### config.mk
export PLATFORM = sky130hd
export DESIGN_NAME = serial_add_ctrl
export DESIGN_NICKNAME = d
export VERILOG_FILES = /design/src/rtl/serial_add_ctrl.sv
export SDC_FILE = /design/constraint.sdc
export NUM_CORES = 1
export LEC_CHECK = 0
export ABC_AREA = 0
export BUFFER_PORTS_ARGS = -buffer_cell sky130_fd_sc_hd__buf_4
export CORE_ASPECT_RATIO = 0.5
export CORE_MARGIN = 2
export CORE_UTILIZATION = 50
export CTS_BUF_LIST = sky130_fd_sc_hd__clkbuf_4
export CTS_CLUSTER_DIAMETER = 150
export DETAILED_ROUTE_END_ITERATION = 6
export GPL_ROUTABILITY_DRIVEN = 0
export MAX_ROUTING_LAYER = met4
export PLACE_DENSITY = 0.81
export SYNTH_ARGS = -nofsm -noshare
export SYNTH_HDL_FRONTEND = slang
export SYNTH_SLANG_ARGS = --single-unit
### constraint.sdc
create_clock -name clk -period 1.36 [get_ports clk]
set_input_delay 0.068 -clock clk [delete_from_list [all_inputs] [get_ports clk]]
set_output_delay 0.068 -clock clk [all_outputs]
set_load 0.05 [all_outputs]
### src/rtl/serial_add_ctrl.sv
// -----------------------------------------------------------------------------
// serial_add_ctrl
//
// Bit-serial adder sequencer. One serial full adder (two half adders plus a
// carry flop) adds two WIDTH-bit operands LSB first, one bit per clock, behind
// a start/ready/done handshake.
//
// Timing: a start accepted on edge k puts the block in SHIFT for WIDTH cycles.
// It then spends one cycle in DONE. A start seen in DONE is accepted
// immediately, so back-to-back operations complete every WIDTH+1 cycles.
//
// Ports
//   clk        in   1      system clock, rising edge
//   rst        in   1      synchronous active-high reset; aborts any operation
//   start      in   1      request; accepted only while ready=1
//   a, b       in   WIDTH  operands, sampled on the accepting edge only
//   sub        in   1      (SERIAL_ADD_SUB_EN builds only) 1 = compute a-b
//   ready      out  1      block can accept start (IDLE or DONE)
//   busy       out  1      serial addition in progress (SHIFT)
//   sum        out  WIDTH  result; updated on entry to DONE, held otherwise
//   carry_out  out  1      final carry (no-borrow flag when subtracting)
//   done       out  1      one-cycle pulse: sum/carry_out just updated
//
// Configuration
//   SERIAL_ADD_SUB_EN : when defined, adds the `sub` port. With sub=1, b is
//                       inverted and the carry is preset to 1, giving a+~b+1.
//                       When undefined, the block always adds.
// -----------------------------------------------------------------------------
module serial_add_ctrl #(
  parameter int WIDTH = 8
) (
  input  logic             clk,
  input  logic             rst,
  input  logic             start,
  input  logic [WIDTH-1:0] a,
  input  logic [WIDTH-1:0] b,
`ifdef SERIAL_ADD_SUB_EN
  input  logic             sub,
`endif
  output logic             ready,
  output logic             busy,
  output logic [WIDTH-1:0] sum,
  output logic             carry_out,
  output logic             done
);

  localparam int            CW       = $clog2(WIDTH + 1);
  localparam logic [CW-1:0] LAST_CNT = CW'(WIDTH - 1);

  localparam logic [1:0] S_IDLE  = 2'd0;
  localparam logic [1:0] S_SHIFT = 2'd1;
  localparam logic [1:0] S_DONE  = 2'd2;

  logic [1:0]       state_reg, state_next;
  logic [WIDTH-1:0] opa_reg, opa_next;
  logic [WIDTH-1:0] opb_reg, opb_next;
  logic [WIDTH-1:0] acc_reg, acc_next;
  logic [WIDTH-1:0] sum_reg, sum_next;
  logic             carry_reg, carry_next;
  logic             cout_reg, cout_next;
  logic [CW-1:0]    cnt_reg, cnt_next;

  logic             sub_in;
  logic [WIDTH-1:0] b_eff;
  logic [WIDTH-1:0] acc_shifted;
  logic             ha0_s, ha0_c, ha1_s, ha1_c;
  logic             bit_sum, bit_carry;
  logic             can_accept;

`ifdef SERIAL_ADD_SUB_EN
  assign sub_in = sub;
`else
  assign sub_in = 1'b0;
`endif

  // Operand B is conditionally inverted on the way into its shift register.
  // Together with the preset carry, this turns the adder into a subtractor.
  genvar gi;
  generate
    for (gi = 0; gi < WIDTH; gi++) begin : g_binv
      assign b_eff[gi] = b[gi] ^ sub_in;
    end
  endgenerate

  // Serial full adder built from two half adders.
  assign ha0_s     = opa_reg[0] ^ opb_reg[0];
  assign ha0_c     = opa_reg[0] & opb_reg[0];
  assign ha1_s     = ha0_s ^ carry_reg;
  assign ha1_c     = ha0_s & carry_reg;
  assign bit_sum   = ha1_s;
  assign bit_carry = ha0_c | ha1_c;

  // New sum bits enter at the MSB. After WIDTH shifts, bit 0 holds the LSB.
  generate
    if (WIDTH == 1) begin : g_acc1
      assign acc_shifted = bit_sum;
    end else begin : g_accn
      assign acc_shifted = {bit_sum, acc_reg[WIDTH-1:1]};
    end
  endgenerate

  assign can_accept = (state_reg == S_IDLE) || (state_reg == S_DONE);

  always_comb begin
    state_next = state_reg;
    opa_next   = opa_reg;
    opb_next   = opb_reg;
    acc_next   = acc_reg;
    sum_next   = sum_reg;
    carry_next = carry_reg;
    cout_next  = cout_reg;
    cnt_next   = cnt_reg;
    case (state_reg)
      S_IDLE, S_DONE: begin
        state_next = S_IDLE;
        if (start) begin
          opa_next   = a;
          opb_next   = b_eff;
          carry_next = sub_in;
          cnt_next   = '0;
          state_next = S_SHIFT;
        end
      end
      S_SHIFT: begin
        opa_next   = opa_reg >> 1;
        opb_next   = opb_reg >> 1;
        carry_next = bit_carry;
        acc_next   = acc_shifted;
        cnt_next   = cnt_reg + 1'b1;
        // Visible outputs change only here, so they hold the previous
        // result for the whole of SHIFT.
        if (cnt_reg == LAST_CNT) begin
          sum_next   = acc_shifted;
          cout_next  = bit_carry;
          state_next = S_DONE;
        end
      end
      default: state_next = S_IDLE;
    endcase
  end

  always_ff @(posedge clk) begin
    if (rst) begin
      state_reg <= S_IDLE;
      opa_reg   <= '0;
      opb_reg   <= '0;
      acc_reg   <= '0;
      sum_reg   <= '0;
      carry_reg <= 1'b0;
      cout_reg  <= 1'b0;
      cnt_reg   <= '0;
    end else begin
      state_reg <= state_next;
      opa_reg   <= opa_next;
      opb_reg   <= opb_next;
      acc_reg   <= acc_next;
      sum_reg   <= sum_next;
      carry_reg <= carry_next;
      cout_reg  <= cout_next;
      cnt_reg   <= cnt_next;
    end
  end

  assign ready     = can_accept;
  assign busy      = (state_reg == S_SHIFT);
  assign done      = (state_reg == S_DONE);
  assign sum       = sum_reg;
  assign carry_out = cout_reg;

endmodule
==> impl_metrics.py, run 1 <==
metrics = {
    "power": {
        "power.density_nw_per_um2": 1058,
        "internal_power_w": 0.001708,
        "leakage_nw": 0.8294,
        "p_seq_frac": 0.534,
        "switching_share": 0.2485,
        "ir_drop_v": 0.0008289,
        "p_clk_frac": 0.330,
        "p_sw_w": 0.0005650,
        "p_comb_frac": 0.136,
    },
    "clocking": {
        "clk_pin_slew_ns": 0.11,
        "h-tree-depth": 2,
        "cts_buffer_depth": 2,
        "cts-buffers-inserted": 5,
        "cts_root_buffer": "clkbuf_4",
        "cts.sinks": 39,
        "clk_latency_ns": 0.35,
        "cts_tree": "done",
    },
    "placed_design": {
        "dp_hpwl_mm": 2.133,
        "numPortBuffers": 30,
    },
    "route": {
        "drt_pass1_iterations": 5,
        "wl_mm": 3.399,
        "drc": 0,
        "drt_iter0_drc": 59,
        "route.detailed.wl_per_inst_um": 12.78,
        "viasPerCell": 5.353,
        "antenna_left": 0,
        "vias": 1424,
    },
    "logic_synthesis": {
        "synth_edf_count": 0,
        "netlist.area_leader.share": 0.4720,
        "synth.top_cells.by_count": "dfxtp_1 (39), a21oi_1 (28), nand2b_1 (20)",
        "syn_inst": 178,
        "synth-async-reset-ratio": 0,
        "synth_seq_area_share": 0.4720,
        "synth_cell_types": 28,
        "yosysWarningCount": 0,
        "ys_seq_elements": 39,
        "synth-main-ff-cell": "dfxtp_1",
        "syn_area_per_cell_sq_um": 9.293,
        "netlist.top_cell.by_area": "dfxtp_1",
        "syn-cell-area_sq_um": 1654,
        "syn_nets": 199,
        "yosysMostFrequentCell": "dfxtp_1",
        "synth.area.top_cells": "dfxtp_1 (47%), a21oi_1 (8.5%), nand2b_1 (7.6%), a22oi_1 (6.4%), nand3_1 (5.7%)",
    },
    "sta": {
        "worst_pin_slew_ns": 0.2866,
        "rsz0062_at_grt": "false",
        "drv_slew": 0,
        "layout_min_cycle_time_ns": 1.276,
        "clock.fmax_ghz": 0.7835,
        "hold_viol_final": 0,
        "setup_violations": 0,
        "fin_skew_ns": 0.007815,
        "max_slew_margin": 0.8085,
        "finalSetupTns_ns": 0,
        "fin_crit_sh": 0.9385,
    },
    "die": {
        "die-area_sq_um": 3812,
        "core_sq_um": 3083,
        "ios": 31,
        "die_h_um": 44.67,
        "start_util": 0.5365,
        "row_count": 14,
        "die_w_um": 85.34,
    },
    "setup_path": {
        "cp_max_fo": 5,
        "startpoint_type": "register",
        "critPathKind": "register to register",
        "slowest_delay_ns": 0.39,
        "crit_chain": "ha_4 -> nand3b_1 -> buf_6 -> nor2_8 -> mux2i_1",
        "endpoint_kind": "register",
        "cp_slowest_cell": "dfxtp_2",
        "worstPathRequired_ns": 1.64,
        "worstPathArrival_ns": 1.56,
        "ff2ff_path_depth": 5,
    },
    "finish": {
        "fin_util": 0.6968,
        "diodes": 0,
        "syn_to_final_growth_pct": 29.88,
        "fin_nets": 246,
        "drive_gt1_frac": 0.2611,
    },
    "grt": {
        "antenna_found_initial": 0,
        "grt_pass1_vias": 1346,
        "grt.total_usage": 0.2076,
        "grt_remaining_overflow": 0,
        "grt_pass1_wl_mm": 5.858,
        "grt_max_degree": 35,
    },
    "worst_hold_path": {
        "hp-class": "input port to register",
        "worstHoldPathCells": 3,
    },
    "job": {
        "timing.max_cap.violations": 0,
    },
    "run_status": {
        "outcome": "finished, final reports clean",
    },
}
[cell type report]
type / instances / area [sq um]
clock inverters: 3 / 38.79
inverters: 2 / 8.758
well taps: 40 / 50.05
multi-input cells: 124 / 799.5
repair buffers: 53 / 429.2
flip-flops and latches: 39 / 784.5
fillers: 247 / 934.6
clock buffers: 5 / 37.54
[cell usage in the layout (no fill, tap or decap), types with 2 or more instances in the layout]
cell / Yosys / final
nand2_1: 18 / 18
a22oi_1: 14 / 14
clkinv_2: 1 / 2
nor2_1: 2 / 2
nand2b_1: 20 / 20
mux2i_1: 9 / 9
dfxtp_2: 0 / 3
a21oi_1: 28 / 28
nand3_1: 19 / 19
dlygate4sd3_1: 0 / 11
dfxtp_1: 39 / 36
buf_4: 4 / 41
clkbuf_4: 0 / 5
[worst max-delay path, delay by kind of cell, from the launching register on]
kind | cells | cell delay, ns
AND/OR/NAND/NOR | 2 | 0.27
adder cells (fa/ha/maj) | 1 | 0.15
multiplexers | 1 | 0.23
buffers and inverters | 1 | 0.16
flip-flops | 1 | 0.39
[cells by family after synthesis]
| group | after synthesis | synth area share |
|---|---|---|
| DFF | 39 | 0.4720 |
| adders and majority gates | 2 | 0.01967 |
| muxes | 11 | 0.07035 |
| AOI/OAI and AO/OA | 43 | 0.1558 |
| and+or+nand+nor | 67 | 0.2201 |
| buffers and inverters | 16 | 0.06202 |
[power by group through the flow]
stage               Clock [W]  Combinational [W]  Sequential, W
CTS                  0.000765           0.000296        0.00121
global placement            0           0.000263        0.00123
floorplan                   0           0.000197        0.00123
global route         0.000826           0.000339        0.00122
finish               0.000751           0.000309        0.00121
detailed placement          0           0.000267        0.00123
[layer usage]
layer  up-vias  part of all wire  GRT usage
li1        715                 -          -
met1       667              0.44     0.2439
met2        38              0.49     0.3359
met3         4             0.064    0.05970
met4         0            0.0076    0.09841
met5         -                 0          -
[path summary, 6_finish.rpt]
check                           startpoint         end  slack (ns)
worst max register to register  cnt_reg[0]      sum[1]        0.08
worst min-delay path                  b[6]  opb_reg[6]      0.0006
worst min register to register  acc_reg[1]  acc_reg[1]        0.46
worst max-delay path            cnt_reg[0]      sum[1]        0.08
[per-stage QoR]
stage	hold slack (ns)	area [sq um]	power, W	setup slack, ns	cells
finish	0.0005901	2148	0.002273	0.08360	266
global route	-0.007830	2148	0.002386	0.02458	266
CTS	0.0005299	2107	0.002272	0.001483	263
detailed placement	0.3260	1888	0.001501	-0.07055	241
global placement	0.3173	1888	0.001495	0.09253	241
floorplan	0.2040	1654	0.001425	0.1592	178
[timing repair]
item	in CTS	in global routing
setup buffers	2	3
endpoints found under the hold margin	11	0
endpoints found under the setup margin	9	18
pin swaps	1	1
hold buffers	11	0
gates resized for setup	2	5
cloned	1	0
Power figures use the tool's default switching activity.
==> run 2, diff against run 1 <==
--- a/config.mk
+++ b/config.mk
@@ -6,14 +6,13 @@
 export NUM_CORES = 1
 export LEC_CHECK = 0
 export ABC_AREA = 0
+export ABC_CLOCK_PERIOD_IN_PS = 1360
 export BUFFER_PORTS_ARGS = -buffer_cell sky130_fd_sc_hd__buf_4
 export CORE_ASPECT_RATIO = 0.5
 export CORE_MARGIN = 2
 export CORE_UTILIZATION = 50
-export CTS_BUF_LIST = sky130_fd_sc_hd__clkbuf_4
 export CTS_CLUSTER_DIAMETER = 150
 export DETAILED_ROUTE_END_ITERATION = 6
-export GPL_ROUTABILITY_DRIVEN = 0
 export MAX_ROUTING_LAYER = met4
 export PLACE_DENSITY = 0.81
 export SYNTH_ARGS = -nofsm -noshare
==> run 2 against run 1 <==
Sequential cell count did not move. Cell area fell by 3.5%. Core utilization fell by 2.4 points. Routed wire length fell by 2.9%. Largest power group unchanged. Hold slack improved by 0.020 ns. Maximum frequency rose by 0.32%. Die area did not move. Combinational power fell by 9.1%. Largest cell class unchanged. Sequential power barely moved. Non-clock buffer count fell by 12. Final cell count fell by 4.5%. Critical path depth did not move. Critical path type unchanged.
==> impl_metrics.py, run 2 (synthesized netlist as in run 1, its figures left out) <==
metrics = {
    "grt": {
        "grt_remaining_overflow": 0,
        "grt_pass1_vias": 1281,
        "grt_max_degree": 35,
        "antenna_found_initial": 0,
        "grt.total_usage": 0.2003,
        "grt_pass1_wl_mm": 5.664,
    },
    "clocking": {
        "holdBufCountCts": 0,
        "cts-buffers-inserted": 5,
        "cts_tree": "done",
        "cts_buffer_depth": 2,
        "clk_pin_slew_ns": 0.07,
        "clk_latency_ns": 0.29,
        "h-tree-depth": 2,
        "cts.sinks": 39,
        "cts_root_buffer": "clkbuf_8",
    },
    "worst_hold_path": {
        "worstHoldStart": "a[7]",
        "hp-class": "input port to register",
    },
    "setup_path": {
        "endpoint_kind": "register",
        "startpoint_type": "register",
        "critPathKind": "register to register",
        "crit_chain": "ha_4 -> nand3b_1 -> buf_6 -> nor2_8 -> mux2i_1",
        "cp_slowest_cell": "dfxtp_2",
        "critPathLaunch": "cnt_reg[0]",
        "slowest_delay_ns": 0.38,
        "cp_num_buf_inv": 1,
        "worstPathRequired_ns": 1.57,
        "worstPathArrival_ns": 1.48,
        "cp_max_fo": 5,
        "rr_startpoint": "cnt_reg[0]",
        "cp_top_family": "flip-flops",
    },
    "finish": {
        "drive_gt1_frac": 0.2757,
        "syn_to_final_growth_pct": 25.34,
        "fillers": 254,
        "fin_nets": 234,
        "seq_area_sq_um": 783.3,
        "mostFrequentLayoutCell": "buf_4",
        "final_area_sq_um": 2073,
        "diodes": 0,
        "final_cell_mix": "buf_4 (40), dfxtp_1 (37), a21oi_1 (28)",
        "multi_input_area_sq_um": 802.0,
    },
    "placed_design": {
        "numPortBuffers": 30,
        "dp_hpwl_mm": 2.133,
        "gp_congestion": 0.7362,
        "place_area_sq_um": 1888,
        "pre_cts_ws_ns": -0.07055,
    },
    "route": {
        "drc": 0,
        "drt_iter0_drc": 54,
        "viasPerCell": 5.366,
        "antenna_left": 0,
        "drt_pass1_iterations": 5,
        "route.detailed.wl_per_inst_um": 12.99,
        "wl_mm": 3.299,
        "vias": 1363,
    },
    "die": {
        "row_count": 14,
        "die_w_um": 85.34,
        "core_sq_um": 3083,
        "die-area_sq_um": 3812,
        "die_h_um": 44.67,
        "ios": 31,
        "start_util": 0.5365,
    },
    "sta": {
        "rsz0062_at_grt": "false",
        "setup_violations": 0,
        "clock.fmax_ghz": 0.7860,
        "worst_pin_slew_ns": 0.2882,
        "hold_viol_final": 0,
        "drv_slew": 0,
        "layout_min_cycle_time_ns": 1.272,
        "max_slew_margin": 0.8079,
        "fin_skew_ns": 0.003261,
        "setup_ws_ns": 0.08772,
        "fin_crit_sh": 0.9355,
    },
    "run_status": {
        "outcome": "finished, final reports clean",
    },
    "job": {
        "timing.max_cap.violations": 0,
    },
    "power": {
        "ir_drop_v": 0.0007476,
        "power.density_nw_per_um2": 1192,
        "leakage_nw": 0.7974,
    },
}
-- run 2: repair_timing --
action | 4_1_cts | 5_1_grt
buffers inserted | 2 | 2
cloned | 1 | 0
pin swaps | 1 | 1
gates resized for setup | 1 | 6
endpoints found under the setup margin | 9 | 16
-- run 2: layout make-up --
class | count | share of cell area
repair buffers | 41 | 0.1503
multi-input cells | 124 | 0.3868
clock buffers | 6 | 0.03983
clock inverters | 2 | 0.01690
flip-flops and latches | 39 | 0.3778
inverters | 2 | 0.004224
well taps | 40 | 0.02414
-- run 2: worst register-to-register path: stages, from the launching register on --
cell      delay [ns]
dfxtp_2         0.38
ha_4            0.15
nand3b_1        0.11
buf_6           0.16
nor2_8          0.16
mux2i_1         0.24
-- run 2: stage by stage --
stage / std cells / total power (W) / hold WS, ns / utilization / setup TNS [ns]
floorplan: 178 / 0.001425 / 0.2040 / - / 0
global placement: 241 / 0.001495 / 0.3173 / 0.6124 / 0
detailed placement: 241 / 0.001501 / 0.3260 / 0.6124 / -0.09084
CTS: 252 / 0.002481 / 0.01509 / 0.6607 / 0
global route: 254 / 0.002569 / 0.02886 / 0.6725 / 0
finish: 254 / 0.002472 / 0.02095 / 0.6725 / 0
-- run 2: layer usage --
metal	vias up	track usage	share of wire
met1	633	0.2324	0.46
met3	6	0.05224	0.053
met5	-	-	0
li1	692	-	-
met4	0	0.09524	0.015
met2	32	0.3328	0.47
-- run 2: path summary, 6_finish.rpt --
kind,end,slack (ns),cells past startpoint
min reg2reg,acc_reg[1],0.46,2
min,opa_reg[7],0.02,3
max reg2reg,sum[1],0.09,5
max,sum[1],0.09,5
-- run 2: power breakdown --
group	internal [W]	switching, W	total (W)
registers	0.00118	0.0000287	0.00121
clock network	0.000593	0.000385	0.000978
logic	0.000125	0.000157	0.000281
total	0.00190	0.000570	0.00247
==> run 3, diff against run 2 <==
--- a/config.mk
+++ b/config.mk
@@ -8,7 +8,6 @@
 export ABC_AREA = 0
 export ABC_CLOCK_PERIOD_IN_PS = 1360
 export BUFFER_PORTS_ARGS = -buffer_cell sky130_fd_sc_hd__buf_4
-export CORE_ASPECT_RATIO = 0.5
 export CORE_MARGIN = 2
 export CORE_UTILIZATION = 50
 export CTS_CLUSTER_DIAMETER = 150
==> run 3 against run 2 <==
Routed wire length grew 12%. First-iteration DRC count grew 26%. Global-route usage grew 2.4 points. Count of clock-buffer cells in the layout grew 2.
==> impl_metrics.py, run 3 (synthesized netlist as in run 1, its figures left out) <==
metrics = {
    "die": {
        "row_count": 20,
        "die_w_um": 61.52,
        "ios": 31,
        "start_util": 0.5331,
        "core_sq_um": 3103,
        "die_h_um": 61.52,
        "die-area_sq_um": 3784,
    },
    "clocking": {
        "h-tree-depth": 2,
        "cts_buffer_depth": 2,
        "cts.sinks": 39,
        "cts_root_buffer": "clkbuf_4",
        "clk_pin_slew_ns": 0.11,
        "clk_latency_ns": 0.35,
        "cts-buffers-inserted": 5,
        "cts_tree": "done",
    },
    "power": {
        "ir_drop_v": 0.0007500,
        "leakage_nw": 0.8440,
        "power.density_nw_per_um2": 1006,
    },
    "setup_path": {
        "worstPathRequired_ns": 1.29,
        "startpoint_type": "register",
        "ff2ff_path_depth": 5,
        "regToRegSetupSlack_ns": 0.07,
        "cp_max_fo": 10,
        "critPathLaunch": "state_reg[1]",
        "critPathKind": "register to output pin",
        "worstPathArrival_ns": 1.25,
        "rr_startpoint": "state_reg[1]",
        "regToRegEndpoint": "opb_reg[7]",
        "endpoint_kind": "output pin",
    },
    "route": {
        "drc": 0,
        "wl_mm": 3.696,
        "viasPerCell": 5.303,
        "antenna_left": 0,
        "drt_iter0_drc": 68,
        "vias": 1453,
        "drt_pass1_iterations": 4,
        "route.detailed.wl_per_inst_um": 13.49,
    },
    "grt": {
        "grt_pass1_wl_mm": 5.975,
        "grt_max_degree": 29,
        "antenna_found_initial": 0,
        "grt_remaining_overflow": 0,
        "grt.total_usage": 0.2241,
        "grt_pass1_vias": 1363,
    },
    "finish": {
        "syn_to_final_growth_pct": 32.98,
        "final_cell_mix": "buf_4 (39), dfxtp_1 (35), a21oi_1 (28)",
        "fin_nets": 250,
        "fin_cells": 274,
        "mostFrequentLayoutCell": "buf_4",
        "final_area_sq_um": 2200,
        "drive_gt1_frac": 0.2565,
        "diodes": 0,
    },
    "sta": {
        "finalSetupTns_ns": 0,
        "clock.fmax_ghz": 0.7610,
        "max_slew_margin": 0.7999,
        "fin_skew_ns": 0.006759,
        "setup_violations": 0,
        "layout_min_cycle_time_ns": 1.314,
        "fin_crit_sh": 0.9662,
        "hold_viol_final": 0,
        "drv_slew": 0,
        "worst_pin_slew_ns": 0.2996,
    },
    "placed_design": {
        "dp_hpwl_mm": 2.196,
        "numPortBuffers": 30,
        "place_area_sq_um": 1893,
        "place_inst": 245,
        "gp_congestion": 0.7820,
    },
    "run_status": {
        "outcome": "finished, final reports clean",
    },
    "worst_hold_path": {
        "worstHoldStart": "rst",
        "holdPathEnd": "cnt_reg[1]",
        "worstHoldPathCells": 2,
        "hp-class": "input port to register",
    },
    "job": {
        "timing.max_cap.violations": 0,
    },
}
==> run 3: cell types whose count changed in the layout (fill, tap and decap cells not counted), moves of 2 or more <==
cell,change
dlygate4sd3_1,+16
clkbuf_4,+5
clkbuf_8,-4
dfxtp_1,-2
==> run 3: power by group <==
part           total [W]  switching (W)  internal [W]
Combinational   0.000323       0.000168      0.000155
Clock           0.000677       0.000372      0.000304
Sequential       0.00121      0.0000289       0.00118
==> run 3: area by class of cell <==
class                   count  area (sq um)
inverters                   2         8.758
flip-flops and latches     39         788.3
well taps                  44         55.05
fillers                   267         903.4
clock buffers               8         68.82
repair buffers             57         479.2
multi-input cells         124         799.5
==> run 3: routing by layer <==
metal / share of wire / wire length, um / track usage / vias to the layer above
met5: 0 / 0 / - / -
met3: 0.044 / 164 / 0.07353 / 6
met1: 0.41 / 1518 / 0.2325 / 691
met2: 0.53 / 1960 / 0.3970 / 36
li1: - / - / - / 720
met4: 0.014 / 53 / 0.07295 / 0
==> run 3: metrics by stage <==
step / setup WS [ns] / hold WS, ns / power [W] / util
after floorplan: 0.1592 / 0.2040 / 0.001425 / -
after global placement: 0.09363 / 0.3159 / 0.001490 / 0.6101
after detailed placement: -0.005427 / 0.3312 / 0.001503 / 0.6101
after CTS: 0.03245 / 0.03408 / 0.002216 / 0.6980
after global routing: -0.01532 / 0.03818 / 0.002329 / 0.7089
final: 0.04600 / 0.05150 / 0.002212 / 0.7089
==> run 3: how the worst max path moves through the flow <==
stage	end	slack (ns)	depth (start not counted)
2_1_floorplan	carry_out	0.16	4
5_1_grt	busy	-0.02	4
3_5_place_dp	sum[1]	-0.005	4
3_3_place_gp	sum[7]	0.09	4
4_1_cts	busy	0.03	4
6_report	busy	0.05	4
==> run 3: timing repair <==
item | in CTS | in global routing
pin swaps | 1 | 2
gates cloned | 1 | 0
endpoints found under the hold margin | 16 | 0
buffers inserted | 3 | 1
hold buffers | 16 | 0
gates resized for setup | 3 | 8
setup endpoints to repair | 4 | 11
==> run 3: critical path, stage by stage, from the launching register on <==
cell and delay, ns:
dfxtp_2 0.34, nand2b_4 0.14, clkinv_2 0.08, buf_4 0.18, buf_8 0.15
